[config.mk]
export PLATFORM = sky130hd
export DESIGN_NAME = pow_arbiter
export DESIGN_NICKNAME = d
export VERILOG_FILES = /design/src/rtl/pow_arb_pkg.sv /design/src/rtl/pow_engine.sv /design/src/rtl/pow_arbiter.sv
export SDC_FILE = /design/constraint.sdc
export NUM_CORES = 2
export LEC_CHECK = 0
export ABC_AREA = 1
export BUFFER_PORTS_ARGS = -buffer_cell sky130_fd_sc_hd__buf_4
export CAP_MARGIN = 0
export CORE_MARGIN = 5
export CORE_UTILIZATION = 42
export CTS_CLUSTER_DIAMETER = 200
export CTS_CLUSTER_SIZE = 16
export DETAILED_ROUTE_END_ITERATION = 16
export HOLD_SLACK_MARGIN = 0.15
export PLACE_DENSITY = 0.6
export SYNTH_ARGS = -nofsm -noshare
export SYNTH_HDL_FRONTEND = slang
export SYNTH_SLANG_ARGS = --single-unit
[constraint.sdc]
create_clock -name clk -period 15.5 [get_ports clk]
set_clock_uncertainty 0.1 [all_clocks]
set_input_delay 2.325 -clock clk [delete_from_list [all_inputs] [get_ports clk]]
set_output_delay 2.325 -clock clk [all_outputs]
set_load 0.02 [all_outputs]
[src/rtl/pow_arb_pkg.sv]
// Shared types and helpers for the round-robin power arbiter.
// The optional overflow flag is enabled by defining POW_ARB_OVF_EN.
package pow_arb_pkg;

    typedef enum logic [1:0] {
        IDLE,
        CALC,
        DONE
    } state_t;

    localparam int MAX_REQ = 8;

    function automatic int id_width(input int n);
        return (n > 2) ? $clog2(n) : 1;
    endfunction

    // First valid index found when scanning ptr, ptr+1, ... modulo num_req.
    function automatic logic [2:0] rr_pick(input logic [MAX_REQ-1:0] valid,
                                           input logic [2:0] ptr,
                                           input int num_req);
        logic [2:0] pick;
        logic       found;
        int         idx;
        pick  = '0;
        found = 1'b0;
        for (int i = 0; i < MAX_REQ; i++) begin
            idx = (int'(ptr) + i) % num_req;
            if (!found && (i < num_req) && valid[idx[2:0]]) begin
                pick  = idx[2:0];
                found = 1'b1;
            end
        end
        return pick;
    endfunction

endpackage

[src/rtl/pow_engine.sv]
// Iterative MSB-first square-and-multiply engine, one exponent bit per cycle.
// With POW_ARB_OVF_EN defined it also reports a sticky overflow flag.
module pow_engine #(
    parameter int W    = 32,
    parameter int EXPW = 5
) (
    input  logic            clk,
    input  logic            rst,
    input  logic            start,
    input  logic [W-1:0]    base,
    input  logic [EXPW-1:0] exp,
    output logic            done,
    output logic [W-1:0]    result
`ifdef POW_ARB_OVF_EN
    ,
    output logic            ovf
`endif
);

    localparam int CNT_W = (EXPW > 1) ? $clog2(EXPW) : 1;

    logic [W-1:0]     acc;
    logic [W-1:0]     base_r;
    logic [EXPW-1:0]  exp_r;
    logic [CNT_W-1:0] bit_cnt;
    logic             running;
    logic [W-1:0]     step;

`ifdef POW_ARB_OVF_EN
    logic [2*W-1:0] sq_full;
    logic [2*W-1:0] mul_full;
    logic           step_ovf;
    logic           ovf_r;

    // Full-width products so bits lost to the modulo can be flagged.
    always_comb begin
        sq_full  = (2*W)'(acc) * (2*W)'(acc);
        mul_full = exp_r[bit_cnt] ? (2*W)'(sq_full[W-1:0]) * (2*W)'(base_r)
                                  : (2*W)'(sq_full[W-1:0]);
        step     = mul_full[W-1:0];
        step_ovf = (|sq_full[2*W-1:W]) | (exp_r[bit_cnt] & (|mul_full[2*W-1:W]));
    end

    assign ovf = ovf_r | step_ovf;
`else
    logic [W-1:0] sq;

    always_comb begin
        sq   = acc * acc;
        step = exp_r[bit_cnt] ? sq * base_r : sq;
    end
`endif

    assign done   = running && (bit_cnt == '0);
    assign result = step;

    always_ff @(posedge clk) begin
        if (rst) begin
            acc     <= '0;
            base_r  <= '0;
            exp_r   <= '0;
            bit_cnt <= '0;
            running <= 1'b0;
`ifdef POW_ARB_OVF_EN
            ovf_r   <= 1'b0;
`endif
        end else if (start) begin
            acc     <= W'(1);
            base_r  <= base;
            exp_r   <= exp;
            bit_cnt <= CNT_W'(EXPW - 1);
            running <= 1'b1;
`ifdef POW_ARB_OVF_EN
            ovf_r   <= 1'b0;
`endif
        end else if (running) begin
            acc     <= step;
            bit_cnt <= bit_cnt - 1'b1;
            if (done) begin
                running <= 1'b0;
            end
`ifdef POW_ARB_OVF_EN
            ovf_r   <= ovf_r | step_ovf;
`endif
        end
    end

endmodule

[src/rtl/pow_arbiter.sv]
// Round-robin arbiter sharing one pow_engine among NUM_REQ requesters.
// Define POW_ARB_OVF_EN to add the rsp_ovf output.
module pow_arbiter
    import pow_arb_pkg::*;
#(
    parameter int NUM_REQ = 4,
    parameter int W       = 32,
    parameter int EXPW    = 5
) (
    input  logic                       clk,
    input  logic                       rst,
    input  logic [NUM_REQ-1:0]         req_valid,
    output logic [NUM_REQ-1:0]         req_ready,
    input  logic [NUM_REQ*W-1:0]       req_base,
    input  logic [NUM_REQ*EXPW-1:0]    req_exp,
    output logic                       rsp_valid,
    input  logic                       rsp_ready,
    output logic [W-1:0]               rsp_data,
    output logic [$clog2(NUM_REQ)-1:0] rsp_id,
    output logic                       busy
`ifdef POW_ARB_OVF_EN
    ,
    output logic                       rsp_ovf
`endif
);

    localparam int ID_W = id_width(NUM_REQ);

    state_t          state;
    state_t          state_next;
    logic [ID_W-1:0] ptr;
    logic [ID_W-1:0] winner;
    logic [ID_W-1:0] cur_id;
    logic            start;
    logic [W-1:0]    sel_base;
    logic [EXPW-1:0] sel_exp;
    logic            eng_done;
    logic [W-1:0]    eng_result;
`ifdef POW_ARB_OVF_EN
    logic            eng_ovf;
`endif

    always_ff @(posedge clk) begin
        if (rst) begin
            state <= IDLE;
        end else begin
            state <= state_next;
        end
    end

    always_comb begin
        state_next = state;
        case (state)
            IDLE:    if (|req_valid) state_next = CALC;
            CALC:    if (eng_done) state_next = DONE;
            DONE:    if (rsp_valid && rsp_ready) state_next = IDLE;
            default: state_next = IDLE;
        endcase
    end

    // Grant is purely a function of req_valid, state and ptr; rsp_ready never feeds it.
    always_comb begin
        winner    = ID_W'(rr_pick(MAX_REQ'(req_valid), 3'(ptr), NUM_REQ));
        start     = (state == IDLE) && (|req_valid);
        busy      = (state != IDLE);
        req_ready = '0;
        if (start) begin
            req_ready[winner] = 1'b1;
        end
        sel_base = req_base[int'(winner)*W +: W];
        sel_exp  = req_exp[int'(winner)*EXPW +: EXPW];
    end

    always_ff @(posedge clk) begin
        if (rst) begin
            ptr       <= '0;
            cur_id    <= '0;
            rsp_valid <= 1'b0;
            rsp_data  <= '0;
            rsp_id    <= '0;
`ifdef POW_ARB_OVF_EN
            rsp_ovf   <= 1'b0;
`endif
        end else begin
            if (start) begin
                cur_id <= winner;
                ptr    <= (int'(winner) == NUM_REQ - 1) ? '0 : winner + 1'b1;
            end
            if (eng_done) begin
                rsp_valid <= 1'b1;
                rsp_data  <= eng_result;
                rsp_id    <= cur_id;
`ifdef POW_ARB_OVF_EN
                rsp_ovf   <= eng_ovf;
`endif
            end else if (rsp_valid && rsp_ready) begin
                rsp_valid <= 1'b0;
            end
        end
    end

    pow_engine #(
        .W    (W),
        .EXPW (EXPW)
    ) u_engine (
        .clk    (clk),
        .rst    (rst),
        .start  (start),
        .base   (sel_base),
        .exp    (sel_exp),
        .done   (eng_done),
        .result (eng_result)
`ifdef POW_ARB_OVF_EN
        ,
        .ovf    (eng_ovf)
`endif
    );

endmodule

; ---- Word-level counts from Yosys, hierarchy flattened
; Cells that the tools add are included.
[word_totals]
reg_bits = 114
inputBits = 155
wordCells = 95
[classes]
addsub = 5
multipliers = 3
magnitude_cmp = 7
eq_ne = 6
shifts = 2
muxes = 35
n_bitwise = 3
reduce_logical = 21
[ops]
columns = op, n
row1 = $shiftx A128 B8 Y32, 1
row2 = $mul A32 B32 Y32, 2
row3 = $mux W32, 1
row4 = $shiftx A20 B6 Y5, 1
row5 = $lt A3 B4 Y1 const B, 4
row6 = $mux W1, 16
row7 = $mux W2, 8
row8 = $bmux W1 S3, 4
row9 = $reduce_or A2 Y1, 4
row10 = $logic_and A1 B1 Y1, 7
row11 = $mux W3, 2
row12 = $ne A2 B2 Y1 const B, 3
row13 = $pmux W2 S3, 1
row14 = $reduce_bool A2 Y1, 3
row15 = $mul A2 B3 Y5 const B, 1
row16 = $add A2 B1 Y2 const B, 2
row17 = $add A2 B2 Y2 const B, 2
row18 = $eq A2 B1 Y1 const B, 2
row19 = $lt A2 B4 Y1 const B, 1
row20 = $mux W4, 1
row21 = $reduce_or A4 Y1, 1
row22 = $and A1 B1 Y1 const A, 3
row23 = $logic_not A1 Y1, 3
row24 = $logic_not A3 Y1, 1
row25 = 8 further kinds, 8

; ---- Depth between registers and ports, before layout
[logic_depth]
ltp_word = 18
mapped_depth = 64
ltp_nobuf = 62

; ---- Modules after synthesis
; From an unflattened synthesis, not the netlist that was laid out.
[unflattened]
cells_unflattened = 4833
hier_area_um2 = 36158.4
[by_module_without_submodules]
columns = module, n_inst, cells_per_inst, area_per_inst_um2
row1 = pow_engine, 1, 4184, 32701.4
row2 = pow_arbiter, 1, 649, 3457.1

; ---- Worst setup path after synthesis
; OpenSTA, ideal clock, no wires.
[synth_timing]
path_type = reg2reg
startpoint = reg u_engine.acc[4]
endpoint = reg rsp_data[31]
arrival_ns = 12.657
required_time_ns = 15.344
slack_ns = 2.687
stages_incl_launch_ff = 56
n_path_buf = 2
synth_period_minus_slack_ns = 12.813
path_cell_list = dfxtp_1 > clkbuf_1 > clkbuf_1 > nand2_1 > fa_1 > inv_1 > fa_1 > fa_1 > inv_1 > fa_1 > inv_1 > fa_1 > inv_1 > fa_1 > inv_1 > fa_1 > inv_1 > fa_1 > [... 20 more ...] > fa_1 > inv_1 > fa_1 > inv_1 > ha_1 > inv_1 > nor3_1 > nand2_1 > or3b_2 > and2_1 > nand3b_1 > nand2_1 > inv_1 > nand3_1 > nand3_1 > nand3_1 > nand2_1 > inv_1
[synth_via]
elab_chain_len = 3
[synth_lines]
columns = item, line_no
row1 = "start, declared", pow_engine.sv:22  ; logic [W-1:0] acc;
row2 = "start signal, assigned", pow_engine.sv:77  ; acc <= step;
row3 = $mul A32 B32 Y32 (*), pow_engine.sv:49  ; sq = acc * acc;
row4 = $mul A32 B32 Y32, pow_engine.sv:50  ; step = exp_r[bit_cnt] ? sq * base_r : sq;
row5 = $mux W32 (*), pow_engine.sv:50
row6 = "end signal, assigned", pow_arbiter.sv:91  ; rsp_data <= eng_result;
row7 = "end, declared", pow_arbiter.sv:18  ; output logic [W-1:0] rsp_data,
; Every way passes the cells marked *; elsewhere a longest branch is shown, timed or not.
; A chain may end at the register's enable or synchronous reset.

; ---- Final worst setup path
[layout_timing]
startpoint = reg u_engine.acc[4]
endpoint = reg u_engine.acc[31]
[layout_via]
elab_chain_len = 3
[layout_lines]
columns = item, line_no
row1 = $mul A32 B32 Y32 (*), pow_engine.sv:49
row2 = $mul A32 B32 Y32, pow_engine.sv:50
row3 = $mux W32 (*), pow_engine.sv:50
; Marked as above.

==> impl_metrics.ini <==
[final_layout]
nets = 5773
fillers = 8394
diodes = 0
drive_gt1_share_pct = 7.28
stdcell_count = 5694
mostFrequentLayoutCells = inv_1 (1,224), nand2_1 (1,014), fa_1 (738), ha_1 (279), nor2_1 (272)
area_delta_synth_final_pct = 8.56
final_common_cell = inv_1

[logic_synthesis]
yosysWarnings = 0
syn_avg_cell_area_um2 = 7.73
ys.flop_type = dfxtp_1
synth-async-reset-ratio_pct = 0
synth_cell_type_count = 55
synth.yosys.seq_area_share_pct = 6.51
synth_nets = 5704
synth-edff-count = 0
syn_area_um2 = 35000
ys_ff_latch = 114
synth_cells = 4532

[critical_path]
r2r-end = u_engine.acc[31]
crit_path_max_incr_delay_ns = 0.81
cp-start-kind = flop
crit_start = u_engine.acc[4]
reg2reg_depth = 52
arrival_ns = 14.52
cp-end-kind = flop
endpoint = u_engine.acc[31]
crit_fanout = 16
cp_slowest_cell = dfxtp_1
cp_common_cell = fa_1
crit_type = flop to flop
cp.buffers_inverters = 15
crit_family = adder cells
crit_required_ns = 15.77
cp_num_cells = 52
r2r-start = u_engine.acc[4]
reg2reg_slack_ns = 1.25

[route]
drtIter0Drc = 2274
first_pass_iters = 6
wl_per_cell_um = 19.4
drtAntennaViolNets = 0
vias = 28500
wl_um = 110000
drc = 0
vias_per_cell = 5.01

[pwr]
peakVddDrop_mv = 0.157
p_clk_share_pct = 7.9
p_seq_share_pct = 11.7
p_leak_nw = 21.8
comb_power_share_pct = 80.4
internal-power_mw = 2.19
p_switching_mw = 3.45
powerDensity_nw_per_um2 = 148
switching_share_pct = 61.2

[timing]
slew_violations = 0
finalHoldViolations = 0
fin_crit_sh_pct = 91.9
min_period_ns = 14.25
setup_violations = 0
whs_ns = 0.358
slew_headroom_pct = 20.7
rsz0062_at_grt = false
max_clock_freq_mhz = 70.2
fin_ws_ns = 1.25
fin_tns_setup_ns = 0
tightest_slew_ns = 1.19

[outcome]
outcome = completed

[floorplan]
core_um2 = 83200
boundaryPins = 195
die_area_um2 = 89300
rows = 106
die_h_um = 299
chipWidth_um = 299
initial_core_util_pct = 42.1

[grt]
grt_pass1_vias = 30000
antenna_found_initial = 2
grt_max_degree = 74
grt_pass1_wl_um = 175000
groute.usage.overall_pct = 25.3
overflow = 0

[clock_tree]
clockBufferDepth = 2
clk_pin_slew_ns = 0.06
postCtsSetupRepairBufs = 0
insertion_delay_ns = 0.48
postCtsHoldBufs = 0
tritoncts = yes
clockRootBuffer = clkbuf_16
cts_buffers = 17
htree_levels = 4
cts-resized-gates = 0
cts.sinks = 114

[placed_design]
dp.cells = 5662
hpwl_um = 91000
numPortBuffers = 194
dp_slack_ns = 1.43
gp_congestion = 0.948

[flow_run]
drv_cap = 0

[worst_hold_path]
hp-class = flop to flop
cell type report:
class | count | area (µm²) | area share, %
clock inverter | 13 | 171 | 0.451
tap | 1080 | 1350 | 3.55
inverter | 1249 | 4690 | 12.3
timing repair buffer | 230 | 1730 | 4.54
clock buffer | 19 | 453 | 1.19
sequential | 114 | 2280 | 6.00
multi-input combinational | 2989 | 27400 | 71.9
cells in the mapped netlist (5+ instances only):
master | n | share of area, %
o21ai_1 | 8 | 0.11
nand3_1 | 184 | 2.6
a31oi_1 | 5 | 0.089
clkbuf_1 | 142 | 1.5
ha_1 | 279 | 10
o22ai_1 | 7 | 0.12
o211ai_1 | 5 | 0.11
xor2_1 | 62 | 1.5
nand3b_1 | 8 | 0.17
nor3_1 | 7 | 0.10
xor2_2 | 8 | 0.37
inv_2 | 14 | 0.15
dfxtp_1 | 114 | 6.5
nand2_2 | 11 | 0.20
fa_1 | 738 | 42
o21bai_1 | 38 | 0.81
xnor2_1 | 32 | 0.80
o21ai_0 | 156 | 2.2
nand4_1 | 9 | 0.16
nand2_1 | 1015 | 11
buf_2 | 16 | 0.23
nor2_1 | 274 | 2.9
buf_1 | 19 | 0.20
clkinv_1 | 9 | 0.096
or2_2 | 9 | 0.16
nor4_1 | 6 | 0.11
a21oi_1 | 79 | 1.1
inv_1 | 1226 | 13
registers in the layout, indices dropped and copies added (netlist names):
register,flops
u_engine.exp_r,5
ptr,2
u_engine.acc,32
u_engine.bit_cnt,3
u_engine.running,1
rsp_data,32
cur_id,2
u_engine.base_r,32
rsp_valid,1
state,2
rsp_id,2
metrics by stage:
stage	cell area [µm²]	power (mW)	util, %
2_1_floorplan	35000	3.59	-
3_3_place_gp	37400	5.07	45.0
3_5_place_dp	37400	5.11	45.0
4_1_cts	38000	5.60	45.7
5_1_grt	38000	6.23	45.7
6_report	38000	5.64	45.7
power by group through the flow:
stage	combinational (mW)	sequential (mW)	clock (mW)
2_1_floorplan	3.13	0.459	0
3_3_place_gp	4.41	0.653	0
3_5_place_dp	4.46	0.653	0
4_1_cts	4.50	0.647	0.452
5_1_grt	5.11	0.665	0.459
6_report	4.53	0.658	0.444
tightest hold or removal path, delay by kind of cell, from the launching register on:
family,cells,cell delay [ns]
simple gates,1,0.05
compound gates,1,0.05
flops,1,0.33
worst min-delay path by stage:
| stage | slack, ns | depth (start not counted) | end | start |
|---|---|---|---|---|
| after floorplan | 0.33 | 2 | cur_id[0] | cur_id[0] |
| after global placement | 0.34 | 2 | cur_id[0] | cur_id[0] |
| after detailed placement | 0.35 | 2 | cur_id[0] | cur_id[0] |
| after CTS | 0.36 | 2 | cur_id[0] | cur_id[0] |
| after global routing | 0.41 | 2 | rsp_valid | rsp_valid |
| final | 0.36 | 2 | cur_id[0] | cur_id[0] |
logic make-up after synthesis:
logic type / Yosys count / synth area share [%]
XOR/XNOR: 104 / 2.83
AND/OR/NAND/NOR: 1539 / 17.7
flip-flops: 114 / 6.51
buffers and inverters: 1429 / 15.4
AO/OA/AOI/OAI: 329 / 5.38
adder cells (fa/ha/maj): 1017 / 52.1
per-layer routing:
| metal | track usage (%) | vias up | share of wire (%) |
|---|---|---|---|
| met1 | 34.8 | 14200 | 43 |
| met5 | 0 | - | 0.031 |
| met3 | 3.93 | 166 | 6.5 |
| met2 | 41.3 | 933 | 46 |
| met4 | 8.17 | 4 | 3.6 |
| li1 | - | 13200 | - |
(Power assumes the default switching activity.)
